`config.mk`:
```
export PLATFORM = sky130hd
export DESIGN_NAME = quadrature_demodulator
export DESIGN_NICKNAME = d
export VERILOG_FILES = /design/src/rtl/quadrature_demodulator_pkg.sv /design/src/rtl/quadrature_demodulator_channel.sv /design/src/rtl/quadrature_demodulator.sv
export SDC_FILE = /design/constraint.sdc
export NUM_CORES = 1
export LEC_CHECK = 0
export ABC_CLOCK_PERIOD_IN_PS = 4500
export CORE_MARGIN = 10
export CORE_UTILIZATION = 35
export CTS_BUF_LIST = sky130_fd_sc_hd__clkbuf_2 sky130_fd_sc_hd__clkbuf_4 sky130_fd_sc_hd__clkbuf_8
export CTS_CLUSTER_DIAMETER = 100
export DETAILED_ROUTE_END_ITERATION = 10
export PLACE_DENSITY = 0.6
export SLEW_MARGIN = 20
export SYNTH_ARGS = -nofsm -noshare
export SYNTH_HDL_FRONTEND = slang
export SYNTH_HIERARCHICAL = 1
export SYNTH_SLANG_ARGS = --single-unit
```
`constraint.sdc`:
```
create_clock -name coreClock -period 4.5 [get_ports coreClock]
set_input_delay 0.9 -clock coreClock [delete_from_list [all_inputs] [get_ports coreClock]]
set_output_delay 0.9 -clock coreClock [all_outputs]
set_load 0.005 [all_outputs]
```
`src/rtl/quadrature_demodulator_pkg.sv`:
```
// Shared definitions for the quadrature demodulator: frequency codes, FSM states
// and I/Q reference helpers.
package quadrature_demodulator_pkg;

  localparam logic [1:0] FREQ_8MHZ = 2'd0;
  localparam logic [1:0] FREQ_4MHZ = 2'd1;
  localparam logic [1:0] FREQ_2MHZ = 2'd2;

  typedef enum logic [1:0] {
    ST_IDLE  = 2'd0,
    ST_ACCUM = 2'd1,
    ST_DONE  = 2'd2
  } state_e;

  // Terminal value of the sample divider (divide ratio minus one).
  function automatic logic [1:0] div_last(input logic [1:0] freq_code);
    logic [1:0] last;
    case (freq_code)
      FREQ_8MHZ: last = 2'd0;
      FREQ_4MHZ: last = 2'd1;
      default:   last = 2'd3;
    endcase
    return last;
  endfunction

  // Iref is -1 for phases 4-7.
  function automatic logic iref_neg(input logic [2:0] phase);
    return phase[2];
  endfunction

  // Qref is +1 for phases 2-5, -1 otherwise.
  function automatic logic qref_neg(input logic [2:0] phase);
    return ~(phase[2] ^ phase[1]);
  endfunction

endpackage

```
`src/rtl/quadrature_demodulator_channel.sv`:
```
// One demodulator arm: saturating signed accumulator with synchronous clear and
// a sticky clip flag.
module quadrature_demodulator_channel #(
  parameter int ADC_W = 12,
  parameter int ACC_W = 28
) (
  input  logic                    clk_i,
  input  logic                    rst_i,
  input  logic                    clr_i,
  input  logic                    en_i,
  input  logic                    sub_i,
  input  logic [ADC_W-1:0]        sample_i,
  output logic signed [ACC_W-1:0] acc_o,
  output logic                    clip_o
);

  localparam logic [ACC_W-1:0] MAX_POS = {1'b0, {(ACC_W-1){1'b1}}};
  localparam logic [ACC_W-1:0] MIN_NEG = {1'b1, {(ACC_W-1){1'b0}}};

  logic [ACC_W:0]   samp_ext;
  logic [ACC_W:0]   acc_ext;
  logic [ACC_W:0]   sum;
  logic [ACC_W-1:0] acc_d, acc_q;
  logic             clip_d, clip_q;

  // One guard bit: the two top bits of the sum disagree exactly on overflow.
  always_comb begin
    samp_ext = {{(ACC_W+1-ADC_W){sample_i[ADC_W-1]}}, sample_i};
    acc_ext  = {acc_q[ACC_W-1], acc_q};
    sum      = sub_i ? (acc_ext - samp_ext) : (acc_ext + samp_ext);
    acc_d    = acc_q;
    clip_d   = clip_q;
    if (clr_i) begin
      acc_d  = {ACC_W{1'b0}};
      clip_d = 1'b0;
    end else if (en_i) begin
      if (sum[ACC_W] != sum[ACC_W-1]) begin
        acc_d  = sum[ACC_W] ? MIN_NEG : MAX_POS;
        clip_d = 1'b1;
      end else begin
        acc_d  = sum[ACC_W-1:0];
      end
    end else begin
      acc_d  = acc_q;
    end
  end

  // Accumulator state.
  always_ff @(posedge clk_i or posedge rst_i) begin
    if (rst_i) begin
      acc_q  <= {ACC_W{1'b0}};
      clip_q <= 1'b0;
    end else begin
      acc_q  <= acc_d;
      clip_q <= clip_d;
    end
  end

  assign acc_o  = acc_q;
  assign clip_o = clip_q;

endmodule

```
`src/rtl/quadrature_demodulator.sv`:
```
// Quadrature demodulator: samples echo data inside the DEMOD_ON window, mixes it
// with square-wave I/Q references and hands one result per pulse to the host.
module quadrature_demodulator
  import quadrature_demodulator_pkg::*;
#(
  parameter int ADC_W = 12,
  parameter int ACC_W = 28,
  parameter int CNT_W = 16
) (
  input  logic                    coreClock,
  input  logic                    RESET,
  input  logic                    ENABLE,
  input  logic [1:0]              freq,
  input  logic                    DEMOD_ON,
  input  logic                    RETRANSMIT,
  input  logic [ADC_W-1:0]        ADC_DATA,
  input  logic                    OUT_READY,
  output logic                    OUT_VALID,
  output logic signed [ACC_W-1:0] I_SUM,
  output logic signed [ACC_W-1:0] Q_SUM,
  output logic [CNT_W-1:0]        SAMPLE_COUNT,
  output logic                    SAT,
  output logic                    OVERRUN
);

  state_e             state_q;
  logic               demod_on_q;
  logic [1:0]         div_d, div_q;
  logic [2:0]         phase_d, phase_q;
  logic               samp_vld_q;
  logic [ADC_W-1:0]   samp_q;
  logic [2:0]         samp_ph_q;
  logic [CNT_W-1:0]   cnt_d, cnt_q;
  logic               out_valid_q, sat_q, overrun_q;
  logic [ACC_W-1:0]   i_sum_q, q_sum_q;
  logic [CNT_W-1:0]   cnt_out_q;

  logic               rise, strobe, start, take, acc_en, latch;
  logic [1:0]         div_eff;
  logic [2:0]         phase_eff;
  logic signed [ACC_W-1:0] acc_i, acc_q;
  logic               clip_i, clip_q;

  // Window edge, sample strobe, phase tracking and sample count.
  always_comb begin
    rise      = DEMOD_ON & ~demod_on_q;
    div_eff   = rise ? 2'd0 : div_q;
    phase_eff = rise ? 3'd0 : phase_q;
    strobe    = DEMOD_ON & (div_eff == 2'd0);
    start     = ENABLE & rise & (state_q == ST_IDLE);
    take      = ENABLE & strobe & (start | (state_q == ST_ACCUM));
    acc_en    = ENABLE & samp_vld_q;
    latch     = ENABLE & RETRANSMIT & (state_q == ST_DONE);
    div_d     = (div_eff == div_last(freq)) ? 2'd0 : (div_eff + 2'd1);
    phase_d   = strobe ? (phase_eff + 3'd1) : phase_eff;
    if (start) begin
      cnt_d = {CNT_W{1'b0}};
    end else if (acc_en && (cnt_q != {CNT_W{1'b1}})) begin
      cnt_d = cnt_q + {{(CNT_W-1){1'b0}}, 1'b1};
    end else begin
      cnt_d = cnt_q;
    end
  end

  // Sampling pipeline stage and timing registers.
  always_ff @(posedge coreClock or posedge RESET) begin
    if (RESET) begin
      demod_on_q <= 1'b0;
      div_q      <= 2'd0;
      phase_q    <= 3'd0;
      samp_vld_q <= 1'b0;
      samp_q     <= {ADC_W{1'b0}};
      samp_ph_q  <= 3'd0;
      cnt_q      <= {CNT_W{1'b0}};
    end else begin
      demod_on_q <= DEMOD_ON;
      div_q      <= div_d;
      phase_q    <= phase_d;
      samp_vld_q <= take;
      samp_q     <= take ? ADC_DATA : samp_q;
      samp_ph_q  <= take ? phase_eff : samp_ph_q;
      cnt_q      <= cnt_d;
    end
  end

  quadrature_demodulator_channel #(.ADC_W(ADC_W), .ACC_W(ACC_W)) u_chan_i (
    .clk_i    (coreClock),
    .rst_i    (RESET),
    .clr_i    (start),
    .en_i     (acc_en),
    .sub_i    (iref_neg(samp_ph_q)),
    .sample_i (samp_q),
    .acc_o    (acc_i),
    .clip_o   (clip_i)
  );

  quadrature_demodulator_channel #(.ADC_W(ADC_W), .ACC_W(ACC_W)) u_chan_q (
    .clk_i    (coreClock),
    .rst_i    (RESET),
    .clr_i    (start),
    .en_i     (acc_en),
    .sub_i    (qref_neg(samp_ph_q)),
    .sample_i (samp_q),
    .acc_o    (acc_q),
    .clip_o   (clip_q)
  );

  // Pulse FSM with the result/handshake registers it drives.
  always_ff @(posedge coreClock or posedge RESET) begin
    if (RESET) begin
      state_q     <= ST_IDLE;
      out_valid_q <= 1'b0;
      i_sum_q     <= {ACC_W{1'b0}};
      q_sum_q     <= {ACC_W{1'b0}};
      cnt_out_q   <= {CNT_W{1'b0}};
      sat_q       <= 1'b0;
      overrun_q   <= 1'b0;
    end else begin
      // A consumer taking the old result frees the slot for a same-cycle latch.
      if (latch) begin
        if (!out_valid_q || OUT_READY) begin
          out_valid_q <= 1'b1;
          i_sum_q     <= acc_i;
          q_sum_q     <= acc_q;
          cnt_out_q   <= cnt_q;
          sat_q       <= clip_i | clip_q;
        end else begin
          overrun_q   <= 1'b1;
        end
      end else if (out_valid_q && OUT_READY) begin
        out_valid_q <= 1'b0;
      end else begin
        out_valid_q <= out_valid_q;
      end

      if (!ENABLE) begin
        state_q <= ST_IDLE;
      end else begin
        case (state_q)
          ST_IDLE:  state_q <= rise ? ST_ACCUM : ST_IDLE;
          ST_ACCUM: state_q <= DEMOD_ON ? ST_ACCUM : ST_DONE;
          ST_DONE:  state_q <= RETRANSMIT ? ST_IDLE : ST_DONE;
          default:  state_q <= ST_IDLE;
        endcase
      end
    end
  end

  assign OUT_VALID    = out_valid_q;
  assign I_SUM        = i_sum_q;
  assign Q_SUM        = q_sum_q;
  assign SAMPLE_COUNT = cnt_out_q;
  assign SAT          = sat_q;
  assign OVERRUN      = overrun_q;

endmodule
```
[Word level (Yosys, flattened, before mapping)]
Index checks and enable logic that the tools add are counted.
W data, S select, Z words.
Word-level totals
  register bits: 173
  output and inout port bits: 75
Operators by class
  $add $sub $neg: 7
  equality and inequality tests: 8
  muxes and demuxes: 31
  bitwise gates (word level): 14
  reduce and logical (&&, ||, !) cells: 17
Operators with widths (number)
  $mux W28: 8
  $add A28 B12 Y29: 2
  $mux W29: 2
  $sub A28 B12 Y29: 2
  $mux W16: 2
  $add A16 B1 Y16 const B: 1
  $ne A16 B16 Y1 const B: 1
  $mux W1: 10
  $mux W2: 5
  $reduce_and A2 Y1: 5
  $reduce_bool A2 Y1: 5
  $and A1 B1 Y1: 9
  $logic_not A2 Y1: 3
  $mux W3: 2
  $pmux W2 S3: 1
  $eq A2 B1 Y1 const B: 2
  $pmux W2 S2: 1
  $add A3 B1 Y3 const B: 1
  $add A2 B1 Y2 const B: 1
  $eq A2 B2 Y1: 1
  $eq A2 B2 Y1 const B: 1
  $logic_and A1 B1 Y1: 2
  $ne A1 B1 Y1: 2
  $ne A2 B1 Y1 const B: 1
  other kinds (5): 7

[Logic depth before layout (Yosys ltp)]
Gate-level depths: netlist (run 1).
  depth in word-level cells: 7
  depth in mapped cells: 19
  gate-level depth less buffers: 17

[Hierarchy]
The synthesis (run 1) kept the hierarchy.
By module, submodules not included
  quadrature_demodulator: instances 1, cells each 339, area an instance 4638.2 um^2, sequential area each 2852.7 um^2
  quadrature_demodulator_channel at u_chan_q: instances 1, cells each 369, area an instance 3189.3 um^2, sequential area each 725.7 um^2
  quadrature_demodulator_channel at u_chan_i: instances 1, cells each 357, area an instance 3001.6 um^2, sequential area each 725.7 um^2

[Worst setup path after synthesis (run 1)]
Ideal clock, no wire load.
  path type: flip-flop to flip-flop
  start: register samp_q[2]
  end: register u_chan_i.acc_q[23], in the netlist u_chan_i/acc_o[23]
  arrival: 3968 ps
  required time: 4374 ps
  slack: 406 ps
  stages on the path, launching flop included: 19
  buffers on the path: 2
  clock period less this slack: 4094 ps
  cells stage by stage: dfrtp_1 -> nor2_1 -> nand4b_1 -> nor4_1 -> nand2_1 -> ha_1 -> inv_1 -> o21ai_0 -> ha_1 -> nand3_1 -> or2_1 -> a211oi_4 -> o2111ai_2 -> and4b_1 -> a211o_1 -> o21a_1 -> buf_6 -> buf_6 -> a221o_1
On the way
  cells in the longest elaborated chain, start to end: 6
  elaborated cells on any way between the ends: 8
  classes of those cells: 2 x add/sub; 1 x eq/ne; 5 x mux
RTL lines
  from (decl): RTL line quadrature_demodulator.sv:31  | logic [ADC_W-1:0] samp_q;
  from (signal assigned): RTL line quadrature_demodulator.sv:72  | samp_q <= {ADC_W{1'b0}};
  from (signal assigned): RTL line quadrature_demodulator.sv:80  | samp_q <= take ? ADC_DATA : samp_q;
  $add A28 B12 Y29 / $sub A28 B12 Y29 (equally long branches): RTL line quadrature_demodulator_channel.sv:30  | sum = sub_i ? (acc_ext - samp_ext) : (acc_ext + samp_ext);
  $mux W29 *: RTL line quadrature_demodulator_channel.sv:30
  $mux W28 / $ne A1 B1 Y1 (equally long branches): RTL line quadrature_demodulator_channel.sv:38, quadrature_demodulator_channel.sv:37
  $mux W28 *: RTL line quadrature_demodulator_channel.sv:37  | if (sum[ACC_W] != sum[ACC_W-1]) begin
  $mux W28 *: RTL line quadrature_demodulator_channel.sv:36  | end else if (en_i) begin
  $mux W28 *: RTL line quadrature_demodulator_channel.sv:33  | if (clr_i) begin
  to (signal assigned): RTL line quadrature_demodulator_channel.sv:51  | acc_q <= {ACC_W{1'b0}};
  to (decl): RTL line quadrature_demodulator_channel.sv:23  | logic [ACC_W-1:0] acc_d, acc_q;
Mark *: on every way between the ends. The rest lies on a longest branch, timed or not. The select of a mux whose other input is x is not followed.
A chain may end at the register's enable or synchronous reset.

[Worst setup path after layout (run 1)]
  start: register samp_q[3]
  end: register u_chan_i.acc_q[15], in the netlist u_chan_i/acc_o[15]
The elaborated chain is that of the path after synthesis.

==> impl_metrics.py, run 1 <==
metrics = {
    "run_status": {
        "status": "complete, no violations",
    },
    "synth": {
        "ys_seq_area_share_pct": 39.7,
        "synth-edff-count": 0,
        "synth-seq-cells": 172,
        "syn_inst": 1065,
        "synth_cell_type_count": 84,
        "avgSynthCellArea_um2": 10.2,
        "syn_nets": 1152,
        "syn_area_mm2": 0.0108,
        "synth_ff_type": "dfrtp_1",
        "ys_async_sr_fraction_pct": 100,
        "ys_warn_count": 6,
    },
    "worst_hold_path": {
        "hold_depth": 1,
        "min_path_type": "reg -> reg",
    },
    "clock_network": {
        "hold_buffers": 0,
        "htree_levels": 4,
        "cts_sinks": 172,
        "cts_root_buf": "clkbuf_8",
        "clkTransAtPathRegs_ns": 0.11,
        "cts_tree": "built",
        "worstSkewPairLatency_ns": 0.49,
        "clock_tree.buffer_depth": 2,
        "cts-buffers-inserted": 17,
    },
    "pwr": {
        "p_per_area_mw_per_mm2": 762,
        "p_leak_nw": 5.86,
        "vdd_drop_max_mv": 0.363,
    },
    "routing": {
        "avgRoutedWirePerCell_um": 18.0,
        "drcViolationCount": 0,
        "routed_wl_mm": 28.9,
        "ant_nets": 0,
        "via_count": 8714,
        "drt_iter0_drc": 582,
        "drt_pre_antenna_iters": 5,
        "viasPerCell": 5.45,
    },
    "global_routing": {
        "antenna_found_initial": 1,
        "grt-ovfl-total": 0,
        "grt_use_total_pct": 14.8,
        "grt_pass1_wl_mm": 46.7,
        "grt_max_degree": 63,
        "grt_pass1_vias": 8720,
    },
    "floorplan": {
        "die_h_um": 196,
        "die_w_um": 196,
        "initial_core_util_pct": 35.4,
        "core_area_mm2": 0.0306,
        "boundaryPins": 95,
        "die-area_mm2": 0.0384,
        "row_count": 64,
    },
    "sta": {
        "relSlewSlack_pct": 45.5,
        "finalSetupViolCount": 0,
        "fin_setup_tns_ns": 0,
        "maxSlewViolCount": 0,
        "hold_viol_final": 0,
        "worst_slew_pin_slew_ns": 0.815,
        "period_share_pct": 94.2,
        "worst_hold_slack_ns": 0.483,
        "layout_min_cycle_time_ns": 4.24,
        "fmax_ghz": 0.236,
        "skew_ns": 0.0289,
    },
    "place": {
        "hpwlAfterDp_mm": 21.3,
        "io_buffers": 94,
        "gp_congestion": 0.916,
        "placed_area_mm2": 0.0124,
        "dp_cells": 1555,
    },
    "layout": {
        "stdcell_count": 1600,
        "area_growth_syn_to_layout_pct": 19.5,
        "fin_nets": 1277,
        "design_area_mm2": 0.0129,
        "final_common_cell": "dfrtp_1",
        "layout_common_cells": "170 x dfrtp_1, 94 x clkdlybuf4s50_1, 87 x mux2_2",
        "layout-drive-gt1-share_pct": 17.3,
        "fillers": 3002,
    },
    "critical_path": {
        "endpoint_kind": "register",
        "required_ns": 4.87,
        "critPathSlowestCell": "a2111oi_0",
        "cp.arrival_ns": 4.61,
        "crit_family": "compound AO/OA/AOI/OAI gates",
        "r2r_cells": 15,
        "start_kind": "register",
        "cp.depth": 15,
        "cp_slowest_stage_delay_ns": 0.48,
        "worstSetupPathType": "reg -> reg",
        "cp_cell_sequence": "nor2_2, nand4b_1, nor4_2, buf_4, a21oi_1, xnor2_1, ha_1, a2111oi_0, a22oi_1, o2111ai_2, nand2_1, a211o_1, o21a_2, buf_4, a221o_1",
        "worstPathMaxFanout": 12,
        "worstPathBufferInverterCount": 2,
        "cpMostUsedCell": "buf_4",
    },
    "flow_run": {
        "maxCapViolCount": 0,
    },
}
-- per-stage QoR --
| stage | utilization, % | total power, mW | worst slack (ns) |
|---|---|---|---|
| 2_1_floorplan | - | 6.95 | 0.406 |
| 3_3_place_gp | 40.4 | 8.55 | 0.0723 |
| 3_5_place_dp | 40.4 | 8.57 | 0.0346 |
| 4_1_cts | 41.8 | 9.78 | 0.0130 |
| 5_1_grt | 42.3 | 10.7 | -0.0215 |
| 6_report | 42.3 | 9.86 | 0.261 |
-- state kept, by name (all words and copies together), names as in the netlist, 3 cells and up --
register / count
cnt_q: 16
phase_q: 3
u_chan_q/acc_o: 28
u_chan_i/acc_o: 28
I_SUM: 28
Q_SUM: 28
SAMPLE_COUNT: 16
samp_q: 12
-- worst paths after layout --
kind / from / to / slack [ns]
max: samp_q[3] / u_chan_i/acc_o[15] / 0.26
min: OVERRUN / OVERRUN / 0.48
min in group asynchronous: RESET / u_chan_q/acc_o[6] / 0.92
min reg2reg: OVERRUN / OVERRUN / 0.48
max in group asynchronous: RESET / SAMPLE_COUNT[13] / 2.72
max reg2reg: samp_q[3] / u_chan_i/acc_o[15] / 0.26
-- power breakdown --
| part | switching, mW | internal (mW) | leakage [nW] |
|---|---|---|---|
| clock network | 0.686 | 0.468 | 0.201 |
| logic | 3.47 | 2.90 | 3.34 |
| registers | 0.415 | 1.92 | 2.32 |
-- routing by layer --
metal	track usage [%]	share of wire, %
met1	18.4	44
met2	25.2	50
met3	3.29	4.2
met4	4.07	1.4
met5	0	0
-- layout make-up --
cell class / instances / area (um2) / area share, %
inverters: 50 / 190 / 1.47
multi-input cells: 803 / 6170 / 47.7
diodes: 1 / 2.50 / 0.0193
flip-flops and latches: 172 / 4310 / 33.3
clock inverters: 15 / 180 / 1.39
well taps: 396 / 495 / 3.83
clock buffers: 17 / 234 / 1.81
repair buffers: 146 / 1360 / 10.5
-- repair_timing --
action / 4_1_cts / 5_1_grt
gates cloned: 0 / 1
buffers inserted: 0 / 10
endpoints found under the setup margin: 6 / 54
pin swaps: 0 / 7
gates resized for setup: 1 / 9
-- kinds of logic after synthesis --
logic type,Yosys count,synth area share [%]
AO/OA/AOI/OAI,302,20.1
AND/OR/NAND/NOR,277,13.6
flip-flops,172,39.7
buffers and inverters,91,3.86
multiplexers,90,9.32
adder cells (fa/ha/maj),67,7.88
XOR/XNOR,66,5.51
-- cells in the mapped netlist, types with 5 or more instances --
| cell | instances | share of area [%] |
|---|---|---|
| nor2_1 | 65 | 2.3 |
| nor2b_1 | 12 | 0.69 |
| nand4_1 | 16 | 0.92 |
| and2_1 | 11 | 0.64 |
| a211oi_1 | 10 | 0.69 |
| nor4_1 | 7 | 0.40 |
| a221o_1 | 51 | 4.7 |
| o21a_1 | 10 | 0.69 |
| nand2_1 | 55 | 1.9 |
| nor3_1 | 20 | 0.92 |
| inv_1 | 50 | 1.7 |
| buf_6 | 8 | 0.83 |
| or3_1 | 10 | 0.58 |
| a21o_1 | 15 | 1.0 |
| o211ai_1 | 7 | 0.49 |
| ha_1 | 65 | 7.5 |
| clkbuf_1 | 20 | 0.69 |
| o21bai_1 | 5 | 0.35 |
| nand3_1 | 21 | 0.97 |
| dfrtp_1 | 172 | 40 |
| buf_2 | 10 | 0.46 |
| nand2b_1 | 14 | 0.81 |
| or4_1 | 8 | 0.55 |
| xor2_1 | 14 | 1.1 |
| o31ai_1 | 8 | 0.55 |
| o21ai_0 | 53 | 2.4 |
| and3_1 | 15 | 0.87 |
| a31oi_1 | 5 | 0.29 |
| mux2_2 | 87 | 9.0 |
| a21oi_1 | 86 | 4.0 |
| xnor2_1 | 51 | 4.1 |
Power figures use the tool's default switching activity.
==> run 2, diff against run 1 <==
--- a/config.mk
+++ b/config.mk
@@ -6,12 +6,14 @@
 export NUM_CORES = 1
 export LEC_CHECK = 0
 export ABC_CLOCK_PERIOD_IN_PS = 4500
+export CELL_PAD_IN_SITES_DETAIL_PLACEMENT = 1
+export CELL_PAD_IN_SITES_GLOBAL_PLACEMENT = 1
 export CORE_MARGIN = 10
 export CORE_UTILIZATION = 35
 export CTS_BUF_LIST = sky130_fd_sc_hd__clkbuf_2 sky130_fd_sc_hd__clkbuf_4 sky130_fd_sc_hd__clkbuf_8
 export CTS_CLUSTER_DIAMETER = 100
 export DETAILED_ROUTE_END_ITERATION = 10
-export PLACE_DENSITY = 0.6
+export PLACE_DENSITY = 0.71
 export SLEW_MARGIN = 20
 export SYNTH_ARGS = -nofsm -noshare
 export SYNTH_HDL_FRONTEND = slang
==> run 2 against run 1 <==
Utilization grew 0.32 points. Count of clock-buffer cells in the layout is the same. Global-route usage grew 1.9 points. Setup slack lost 0.0085 ns. Largest power group unchanged.
==> impl_metrics.py, run 2 (same netlist as run 1, synthesis figures left out) <==
metrics = {
    "run_status": {
        "status": "complete, no violations",
    },
    "critical_path": {
        "worstPathMaxFanout": 16,
        "cp_slowest_stage_delay_ns": 0.47,
        "start_kind": "register",
        "required_ns": 4.87,
        "endpoint_kind": "register",
        "crit_family": "simple AND/OR/NAND/NOR gates",
        "cpMostUsedCell": "ha_1",
        "critPathSlowestCell": "dfrtp_2",
        "worstSetupPathType": "reg -> reg",
        "cp.arrival_ns": 4.61,
        "cp_cell_sequence": "nor2_1, nand4b_1, nor4_2, nand2_1, ha_1, inv_1, o21ai_0, ha_1, nand3_1, or2_1, a211oi_4, o2111ai_2, and4b_1, a211o_1, o21a_1, buf_4, a221o_1",
        "worstPathBufferInverterCount": 2,
    },
    "floorplan": {
        "die-area_mm2": 0.0384,
        "initial_core_util_pct": 35.4,
        "row_count": 64,
        "core_area_mm2": 0.0306,
        "die_h_um": 196,
        "die_w_um": 196,
        "boundaryPins": 95,
    },
    "sta": {
        "fmax_ghz": 0.235,
        "maxSlewViolCount": 0,
        "layout_min_cycle_time_ns": 4.25,
        "skew_ns": 0.0214,
        "finalSetupViolCount": 0,
        "hold_viol_final": 0,
        "period_share_pct": 94.4,
        "grt_setup_unrepaired": "false",
        "relSlewSlack_pct": 48.1,
        "worst_slew_pin_slew_ns": 0.777,
        "worst_hold_slack_ns": 0.508,
    },
    "routing": {
        "routed_wl_mm": 32.6,
        "drcViolationCount": 0,
        "drt_pre_antenna_iters": 4,
        "via_count": 9015,
        "ant_nets": 0,
        "avgRoutedWirePerCell_um": 20.3,
        "viasPerCell": 5.60,
        "drt_iter0_drc": 406,
    },
    "place": {
        "gp_congestion": 0.894,
        "hpwlAfterDp_mm": 23.9,
        "placed_area_mm2": 0.0124,
        "io_buffers": 94,
        "dp_cells": 1564,
    },
    "pwr": {
        "finalPower_mw": 10.3,
        "vdd_drop_max_mv": 0.309,
        "p_leak_nw": 5.90,
        "p_per_area_mw_per_mm2": 788,
    },
    "layout": {
        "fin_nets": 1286,
        "design_area_mm2": 0.0130,
        "stdcell_count": 1609,
        "seq_area_mm2": 0.00431,
        "final_common_cell": "dfrtp_1",
        "fillers": 3467,
        "area_growth_syn_to_layout_pct": 20.4,
        "multi_input_area_mm2": 0.00620,
        "layout-drive-gt1-share_pct": 18.2,
        "layout_common_cells": "170 x dfrtp_1, 94 x clkdlybuf4s50_1, 87 x mux2_2",
    },
    "global_routing": {
        "antenna_found_initial": 0,
        "grt_use_total_pct": 16.8,
        "grt_max_degree": 75,
        "grt-ovfl-total": 0,
        "grt_pass1_wl_mm": 52.9,
        "grt_pass1_vias": 9530,
    },
    "clock_network": {
        "hold_buffers": 0,
        "htree_levels": 4,
        "cts_sinks": 172,
        "cts_tree": "built",
        "cts-buffers-inserted": 17,
        "worstSkewPairLatency_ns": 0.49,
        "cts_root_buf": "clkbuf_8",
        "clkTransAtPathRegs_ns": 0.11,
        "clock_tree.buffer_depth": 2,
    },
    "worst_hold_path": {
        "min_path_type": "reg -> reg",
    },
    "flow_run": {
        "maxCapViolCount": 0,
    },
}
run 2: cell types whose count changed in the layout (fill, tap and decap cells not counted), sizes merged:
| cell | previous run | this run |
|---|---|---|
| buf | 52 | 60 |
| bufinv | 1 | 0 |
| clkinv | 7 | 3 |
| clkinvlp | 2 | 5 |
| inv | 55 | 57 |
| nor3 | 22 | 23 |
run 2: through the flow:
step	worst slack (ns)	utilization [%]	setup TNS, ns
5_1_grt	0.00566	42.6	0
3_3_place_gp	0.190	40.7	0
6_report	0.252	42.6	0
4_1_cts	0.0141	42.0	0
3_5_place_dp	-0.0593	40.7	-0.553
2_1_floorplan	0.406	-	0
run 2: layout make-up:
cell class / count / share of cell area, %
antenna: 1 / 0.0192
clock buffer: 17 / 1.79
clock inverter: 15 / 1.17
inverter: 50 / 1.46
multi-input combinational: 804 / 47.6
sequential: 172 / 33.0
tap: 396 / 3.80
timing repair buffer: 154 / 11.2
run 2: worst register-to-register path, cell delays in order (launching register included):
cell       delay [ns]
dfrtp_2          0.47
nor2_1           0.14
nand4b_1         0.18
nor4_2           0.33
nand2_1          0.13
ha_1             0.29
inv_1            0.05
o21ai_0          0.08
ha_1             0.38
nand3_1          0.10
or2_1            0.27
a211oi_4         0.23
o2111ai_2        0.16
and4b_1          0.22
a211o_1          0.32
o21a_1           0.21
buf_4            0.20
a221o_1          0.35
run 2: report_power, final:
group / switching (mW) / internal, mW / leakage (nW) / total [mW]
registers: 0.421 / 1.92 / 2.32 / 2.34
clock network: 0.686 / 0.412 / 0.180 / 1.10
logic: 3.78 / 3.05 / 3.40 / 6.83
total: 4.89 / 5.38 / 5.90 / 10.3
run 2: per-layer routing:
| metal | share of wire (%) | track usage, % | up-vias | wire, um |
|---|---|---|---|---|
| li1 | - | - | 4255 | - |
| met1 | 43 | 20.8 | 4600 | 14100 |
| met2 | 52 | 29.6 | 134 | 17000 |
| met3 | 3.3 | 2.88 | 26 | 1070 |
| met4 | 1.4 | 3.68 | 0 | 446 |
| met5 | 0 | 0 | - | 0 |
run 2: final timing paths:
| kind | cells past startpoint | endpoint | slack (ns) | start |
|---|---|---|---|---|
| min reg2reg | 1 | OVERRUN | 0.51 | OVERRUN |
| min | 1 | OVERRUN | 0.51 | OVERRUN |
| max reg2reg | 17 | u_chan_i/acc_o[25] | 0.25 | samp_q[2] |
| max in group asynchronous | 3 | I_SUM[10] | 2.73 | RESET |
| max | 17 | u_chan_i/acc_o[25] | 0.25 | samp_q[2] |
| min in group asynchronous | 2 | Q_SUM[9] | 0.93 | RESET |
run 2: timing repair:
action,4_1_cts,5_1_grt
endpoints found under the hold margin,0,0
endpoints found under the setup margin,26,55
gates resized for setup,1,13
buffers inserted,0,10
gates cloned,2,0
pin swaps,2,8
==> run 3, diff against run 2 <==
--- a/config.mk
+++ b/config.mk
@@ -8,6 +8,7 @@
 export ABC_CLOCK_PERIOD_IN_PS = 4500
 export CELL_PAD_IN_SITES_DETAIL_PLACEMENT = 1
 export CELL_PAD_IN_SITES_GLOBAL_PLACEMENT = 1
+export CORE_ASPECT_RATIO = 0.7
 export CORE_MARGIN = 10
 export CORE_UTILIZATION = 35
 export CTS_BUF_LIST = sky130_fd_sc_hd__clkbuf_2 sky130_fd_sc_hd__clkbuf_4 sky130_fd_sc_hd__clkbuf_8
==> run 3 against run 2 <==
Via count decreased by 1.9%. Sequential power about the same. Clock power increased by 8%. Clock skew decreased by 0.0054 ns. Critical path type unchanged. Critical endpoint is now u_chan_i/acc_o[12]. Largest power group unchanged. Highest routed layer unchanged.
==> impl_metrics.py, run 3 (same netlist as run 1, synthesis figures left out) <==
metrics = {
    "layout": {
        "diodes": 0,
        "final_common_cell": "dfrtp_1",
        "layout_common_cells": "166 x dfrtp_1, 94 x clkdlybuf4s50_1, 87 x mux2_2",
        "seq_area_mm2": 0.00431,
        "layout-drive-gt1-share_pct": 16.9,
        "multi_input_area_mm2": 0.00621,
        "post-route-util_pct": 42.7,
        "fillers": 3436,
        "fin_nets": 1260,
        "area_growth_syn_to_layout_pct": 19.2,
    },
    "sta": {
        "grt_setup_unrepaired": "true",
        "fmax_ghz": 0.233,
        "worst_hold_slack_ns": 0.484,
        "relSlewSlack_pct": 38.4,
        "worst_slew_pin_slew_ns": 0.924,
        "hold_viol_final": 0,
        "finalSetupViolCount": 0,
        "skew_ns": 0.0160,
        "maxSlewViolCount": 0,
        "period_share_pct": 95.4,
        "layout_min_cycle_time_ns": 4.29,
    },
    "floorplan": {
        "die-area_mm2": 0.0385,
        "initial_core_util_pct": 35.8,
        "core_area_mm2": 0.0302,
        "row_count": 53,
        "die_h_um": 167,
        "boundaryPins": 95,
        "die_w_um": 230,
    },
    "routing": {
        "ant_nets": 0,
        "routed_wl_mm": 32.6,
        "viasPerCell": 5.53,
        "via_count": 8841,
        "drcViolationCount": 0,
        "avgRoutedWirePerCell_um": 20.4,
        "drt_pre_antenna_iters": 5,
        "drt_iter0_drc": 560,
    },
    "clock_network": {
        "clkTransAtPathRegs_ns": 0.10,
        "htree_levels": 4,
        "worstSkewPairLatency_ns": 0.52,
        "clock_tree.buffer_depth": 2,
        "cts_sinks": 172,
        "cts_tree": "built",
        "hold_buffers": 0,
        "cts_root_buf": "clkbuf_8",
        "cts-buffers-inserted": 17,
    },
    "critical_path": {
        "worstSetupPathType": "reg -> reg",
        "endpoint_kind": "register",
        "required_ns": 4.91,
        "start_kind": "register",
        "cp.arrival_ns": 4.70,
        "worstPathMaxFanout": 14,
    },
    "pwr": {
        "p_leak_nw": 5.79,
        "p_comb_share_pct": 64.8,
        "swShare_pct": 48.0,
        "p_switching_mw": 4.86,
        "finalPower_mw": 10.1,
        "p_int_mw": 5.27,
        "p_per_area_mw_per_mm2": 784,
        "vdd_drop_max_mv": 0.325,
        "clkPwrFrac_pct": 11.7,
        "p_seq_share_pct": 23.4,
    },
    "place": {
        "gp_congestion": 0.892,
        "io_buffers": 94,
        "hpwlAfterDp_mm": 24.4,
    },
    "global_routing": {
        "antenna_found_initial": 0,
        "grt_pass1_wl_mm": 52.9,
        "grt_max_degree": 70,
        "grt_pass1_vias": 9085,
        "grt-ovfl-total": 0,
        "grt_use_total_pct": 17.1,
    },
    "run_status": {
        "status": "complete, no violations",
    },
    "worst_hold_path": {
        "min_path_type": "reg -> reg",
    },
    "flow_run": {
        "maxCapViolCount": 0,
    },
}
## run 3: cell count changes in the layout (fill, tap and decap cells not counted), moves of 2 or more
cell        delta
buf_4         -28
buf_6          +3
bufinv_16      +2
clkinv_8       -2
clkinvlp_4     -2
dfrtp_1        -4
dfrtp_2        +4
ha_1           -2
ha_2           +2
nor2_1         -3
nor2_2         +3
nor3_2         -2
## run 3: timing repair
action / CTS / global route
setup endpoints to repair: 27 / 54
setup buffers: 0 / 11
cloned: 1 / 0
pin swaps: 1 / 12
gates resized for setup: 3 / 24
## run 3: cell type report
class                      instances  area share [%]
inverter                          50            1.47
sequential                       172            33.4
timing repair buffer             129            9.86
clock inverter                    15            1.39
tap                              412            3.99
multi-input combinational        803            48.1
clock buffer                      17            1.81
## run 3: power groups by stage
stage / Combinational [mW] / Clock [mW] / Sequential, mW
after floorplan: 4.73 / 0 / 2.21
after global placement: 6.03 / 0 / 2.37
after detailed placement: 6.20 / 0 / 2.39
after CTS: 6.31 / 1.22 / 2.36
after global routing: 7.24 / 1.30 / 2.44
final: 6.56 / 1.19 / 2.37
## run 3: per-stage QoR
stage          setup TNS, ns  setup WS [ns]  std cells  area, um2
6_report                   0          0.208       1598      12900
3_5_place_dp           -4.83         -0.207       1554      12300
2_1_floorplan              0          0.406       1065      10800
5_1_grt                -1.31        -0.0585       1598      12900
4_1_cts                    0         0.0570       1587      12700
3_3_place_gp               0         0.0868       1554      12300
## run 3: path summary, 6_finish.rpt
path	from	end	slack, ns	cells past startpoint
setup / recovery	samp_q[3]	u_chan_i/acc_o[12]	0.21	18
hold / removal	OVERRUN	OVERRUN	0.48	1
setup reg to reg	samp_q[3]	u_chan_i/acc_o[12]	0.21	18
hold reg to reg	OVERRUN	OVERRUN	0.48	1
max in group asynchronous	RESET	cnt_q[15]	2.64	3
min in group asynchronous	RESET	u_chan_i/acc_o[9]	0.98	3
## run 3: worst max-delay path, stage by stage, from the launching register on
cell and delay, ns:
dfrtp_2 0.46, nor2_2 0.14, nand4b_1 0.21, nor4_4 0.33, nand2_1 0.11, ha_1 0.30
inv_1 0.04, o21ai_0 0.25, ha_1 0.25, nand3_1 0.10, or2_1 0.27, a211oi_4 0.23
o2111ai_2 0.17, and4b_1 0.23, a211o_1 0.28, buf_4 0.16, and3_1 0.19, buf_6 0.17
a221o_1 0.27
## run 3: per-layer routing
layer / up-vias / wire, um / track usage, %
met5: - / 0 / 0
met2: 179 / 13200 / 23.4
li1: 4193 / - / -
met4: 0 / 564 / 5.31
met1: 4442 / 17300 / 25.8
met3: 27 / 1520 / 3.56
==> edit 1 (flow settings as in run 3) <==
Encoding of `state_e`: now one-hot (3 bits for 3 states).
--- a/src/rtl/quadrature_demodulator_pkg.sv
+++ b/src/rtl/quadrature_demodulator_pkg.sv
@@ -8,6 +8,6 @@
 
-  typedef enum logic [1:0] {
-    ST_IDLE  = 2'd0,
-    ST_ACCUM = 2'd1,
-    ST_DONE  = 2'd2
+  typedef enum logic [2:0] {
+    ST_IDLE  = 3'b001,
+    ST_ACCUM = 3'b010,
+    ST_DONE  = 3'b100
   } state_e;
Behaviour: no difference found for any inputs over 4 cycles, from zero or initial values and one cycle with RESET high; so few cycles prove little.
==> edit 1 against run 3 <==
Synthesized area up 0.83%; sequential power down 8%; total power up 2.5%; routed wire length up 5.4%; count of clock-buffer cells in the layout up 1; critical path type unchanged; sequential cell count up 1; worst setup slack worse by 0.099 ns; largest cell class unchanged; largest power group unchanged; design area up 5.9%.
==> edit 1: results (changes against run 3) <==
* Total Wirelength at 34.42 mm (was 32.64 mm)
* FFs & Latches at 173 (was 172)
* FF+latch area at 4330 um^2 (was 4312 um^2)
* Starting DRT DRC Count at 669 (was 560)
* N_diodes at 1 (was 0)
* Post-route insts no fill at 1679 (was 1598)
* Outcome: finished, final reports clean (unchanged)
* HPWL after DPL at 24.68 mm (was 24.42 mm)
* Placed cell count at 1622 (was 1554)
* Final-layout clock-cell area share at 2.882% (was 3.198%)
* Worst Setup SP: samp_q[2] (was samp_q[3])
* Combinational fraction of design power at 67.9% (was 64.8%)
* Worst R2R Setup Slack at 0.11 ns (was 0.21 ns)
* Clock Buffer Count at 18 (was 17)
* Final Skew at 0.01542 ns (was 0.01604 ns)
* Post-synth top cells: 172 x dfrtp_1, 90 x a21oi_1, 86 x mux2_2 (was 172 x dfrtp_1, 87 x mux2_2, 86 x a21oi_1)
* Pleak at 6.340 nW (was 5.790 nW)
* Final Power at 0.01038 W (was 0.01013 W)
* Worst VDD drop at 0.0002331 V (was 0.0003247 V)
* Area contributors post-synth: dfrtp_1 39%, mux2_2 8.9%, ha_1 7.4%, a221o_1 4.9%, xnor2_1 4.2% (was dfrtp_1 40%, mux2_2 9.0%, ha_1 7.5%, a221o_1 4.7%, xnor2_1 4.1%)
* P&R area growth vs syn at 25.26% (was 19.23%)
* GRT Total Usage at 17.44% (was 17.05%)
* Critical Path AT at 4.80 ns (was 4.70 ns)
* Post-synthesis xor/xnor area fraction at 6.027% (was 5.511%)
* Syn_nets at 1149 (was 1152)
* Inverters at 51 (was 50)
* Clk. pwr at 0.00115 W (was 0.00119 W)
* Post-layout minimum cycle time at 4.391 ns (was 4.292 ns)
* Vias in the first global route at 9429 (was 9085)
* Post-synthesis compound-gate area fraction at 20.94% (was 20.07%)
* Sw Share at 47.25% (was 48.00%)
-- edit 1: worst max-delay path, cell delays in order (launching register included) --
cell	delay, ns
dfrtp_1	0.42
nor3_2	0.21
nand2b_1	0.15
nor3_4	0.24
buf_6	0.13
a31oi_1	0.11
xnor2_1	0.16
ha_1	0.35
buf_4	0.16
a211oi_2	0.27
a21oi_2	0.12
buf_4	0.14
a211oi_1	0.16
o21ai_0	0.29
a311oi_2	0.43
o221ai_1	0.18
a21oi_1	0.26
xnor2_1	0.14
a221o_1	0.37
-- edit 1: what timing repair did --
item / in CTS / in global routing
endpoints found under the setup margin: 50 / 56
setup buffers: 3 / 17
pin swaps: 3 / 20
endpoints found under the hold margin: 0 / 0
gates resized for setup: 3 / 34
cloned: 2 / 2
-- edit 1: metal layers --
layer,GRT usage [%],vias up,share of wire (%)
li1,-,4348,-
met1,25.85,4685,51
met2,24.92,187,43
met3,3.728,23,5.0
met4,4.649,0,1.1
met5,0,-,0
==> edit 2 (flow settings as in run 3) <==
Without the edit above. `ACC_W` is set to 28 in 2 places; all go to 24.
--- a/src/rtl/quadrature_demodulator_channel.sv
+++ b/src/rtl/quadrature_demodulator_channel.sv
@@ -4,3 +4,3 @@
   parameter int ADC_W = 12,
-  parameter int ACC_W = 28
+  parameter int ACC_W = 24
 ) (
--- a/src/rtl/quadrature_demodulator.sv
+++ b/src/rtl/quadrature_demodulator.sv
@@ -6,3 +6,3 @@
   parameter int ADC_W = 12,
-  parameter int ACC_W = 28,
+  parameter int ACC_W = 24,
   parameter int CNT_W = 16
Ports: changed (resized I_SUM and Q_SUM); port bits go from 95 to 87. No check against the original RTL was run, so the function may have changed too.
==> edit 2 against run 3 <==
Routed wire length fell by 12%; combinational power down 3%; sequential power shrank 12%; total power down 5.1%; synthesized area is 7.0% lower; design area is 8.4% lower; clock skew up 0.0049 ns; sequential cell count down 16; fmax fell by 0.49%; worst setup slack lost 0.021 ns; sequential share of layout area decreased by 0.39 points; critical path type unchanged; largest power group unchanged.
==> edit 2: results (changes against run 3) <==
* Outcome: finished, final reports clean (unchanged)
* Clock root buffer: clkbuf_8 (unchanged)
* Area contributors post-synth: dfrtp_1 39%, mux2_2 8.8%, ha_1 6.6%, xnor2_1 4.3%, a21oi_1 3.5% (was dfrtp_1 40%, mux2_2 9.0%, ha_1 7.5%, a221o_1 4.7%, xnor2_1 4.1%)
* Critical Path AT at 4.65 ns (was 4.70 ns)
* IO Port Bufs at 86 (was 94)
* HPWL after DPL at 21.11 mm (was 24.42 mm)
* H-tree depth at 4 (unchanged)
* Synth cell types at 91 (was 84)
* Clock-pin slew on the worst setup and hold paths at 0.10 ns (about the same)
* Area after DPL at 11300 um^2 (was 12290 um^2)
* Worst-Margin Slew at 0.6677 ns (was 0.9236 ns)
* Via count at 7798 (was 8841)
* Final Skew at 0.02097 ns (was 0.01604 ns)
* Post-route insts no fill at 1434 (was 1598)
* Sw Share at 47.61% (was 48.00%)
* Worst-path fanout max at 18 (was 14)
* Drt wl/cell at 19.95 um (was 20.43 um)
* Largest net degree at the start of global routing at 107 (was 70)
* Starting DRT DRC Count at 466 (was 560)
* Post-synthesis sequential area ratio at 38.78% (was 39.75%)
* Pleak at 5.256 nW (was 5.790 nW)
* GRT Total Usage at 15.57% (was 17.05%)
* Clk Latency, worst-skew pair at 0.48 ns (was 0.52 ns)
* Post-synth top cells: 156 x dfrtp_1, 79 x mux2_2, 71 x a21oi_1 (was 172 x dfrtp_1, 87 x mux2_2, 86 x a21oi_1)
* Placer Congestion at 0.9063 (was 0.8921)
* First-pass GRT wire length at 45.76 mm (was 52.87 mm)
* Share of cells above drive strength 1 at 19.85% (was 16.95%)
* Power per cell area at 812.3 nW/um^2 (was 784.3 nW/um^2)
* Placed cell count at 1401 (was 1554)
* Final net count at 1126 (was 1260)
* Setup WS pre-CTS at 0.01262 ns (was -0.2068 ns)
* Vias in the first global route at 7990 (was 9085)
* Cells after synthesis at 964 (was 1065)
* Syn_nets at 1039 (was 1152)
* Worst VDD drop at 0.0004142 V (was 0.0003247 V)
==> edit 2: worst max-delay path, stage by stage, from the launching register on <==
cell and delay (ns):
dfrtp_1 0.52, or4_4 0.58, nor3_4 0.24, and2_2 0.21, a21oi_1 0.07, xnor2_1 0.15
ha_1 0.44, and4_1 0.26, and3_1 0.21, nand3_1 0.10, o221ai_2 0.28, a31oi_2 0.16
xor2_2 0.19, and3_2 0.30, buf_12 0.17, a221o_1 0.28
==> edit 2: path summary, 6_finish.rpt <==
| check | start | endpoint | slack, ns | cells after the start |
|---|---|---|---|---|
| min reg2reg | OVERRUN | OVERRUN | 0.49 | 1 |
| min in group asynchronous | RESET | u_chan_q/clip_o | 1.00 | 2 |
| max in group asynchronous | RESET | div_q[0] | 2.97 | 3 |
| max reg2reg | samp_q[3] | u_chan_q/acc_o[6] | 0.19 | 15 |
| max | samp_q[3] | u_chan_q/acc_o[6] | 0.19 | 15 |
| min | OVERRUN | OVERRUN | 0.49 | 1 |
==> edit 2: stage by stage <==
| stage | hold slack (ns) | total power [W] |
|---|---|---|
| 3_5_place_dp | 0.4680 | 0.008225 |
| 3_3_place_gp | 0.4618 | 0.008039 |
| 6_report | 0.4942 | 0.009610 |
| 2_1_floorplan | 0.4629 | 0.006601 |
| 4_1_cts | 0.4951 | 0.009454 |
| 5_1_grt | 0.5265 | 0.01038 |
==> edit 2: metal layers <==
metal,track usage [%],part of all wire (%),up-vias
li1,-,-,3725
met1,22.53,52,3927
met2,23.01,43,130
met3,3.587,4.2,16
met4,3.155,0.71,0
met5,0,0,-
==> edit 2: cell type report <==
cell class                      count  area, um^2
Clock buffer                       19       255.2
Clock inverter                     12       162.7
Fill cell                        3154       16250
Inverter                           40       152.6
Multi-Input combinational cell    723        5764
Sequential cell                   156        3905
Tap cell                          371       464.2
Timing Repair Buffer              113        1126
==> edit 2: what timing repair did <==
item                       CTS  global route
buffers inserted             0             2
resized for setup            0            16
setup endpoints to repair    2            48
pin swaps                    0             3
==> edit 2: power by group through the flow <==
stage               clock, W  sequential (W)  combinational [W]
CTS                  0.00120         0.00208            0.00617
finish               0.00116         0.00209            0.00636
floorplan                  0         0.00200            0.00460
global placement           0         0.00210            0.00594
global route         0.00126         0.00214            0.00698
detailed placement         0         0.00211            0.00612
==> edit 2: cell families (layout without fill, tap and decap cells) <==
kind of cell / Yosys count / count (layout) / share of synthesized area, %
DFF: 156 / 156 / 38.78
AOI/OAI and AO/OA: 256 / 256 / 19.15
muxes: 90 / 90 / 9.930
and+or+nand+nor: 248 / 248 / 13.20
adders and majority gates: 61 / 61 / 7.581
xor gates and xnor gates: 68 / 68 / 6.363
buffers and inverters: 85 / 184 / 4.996
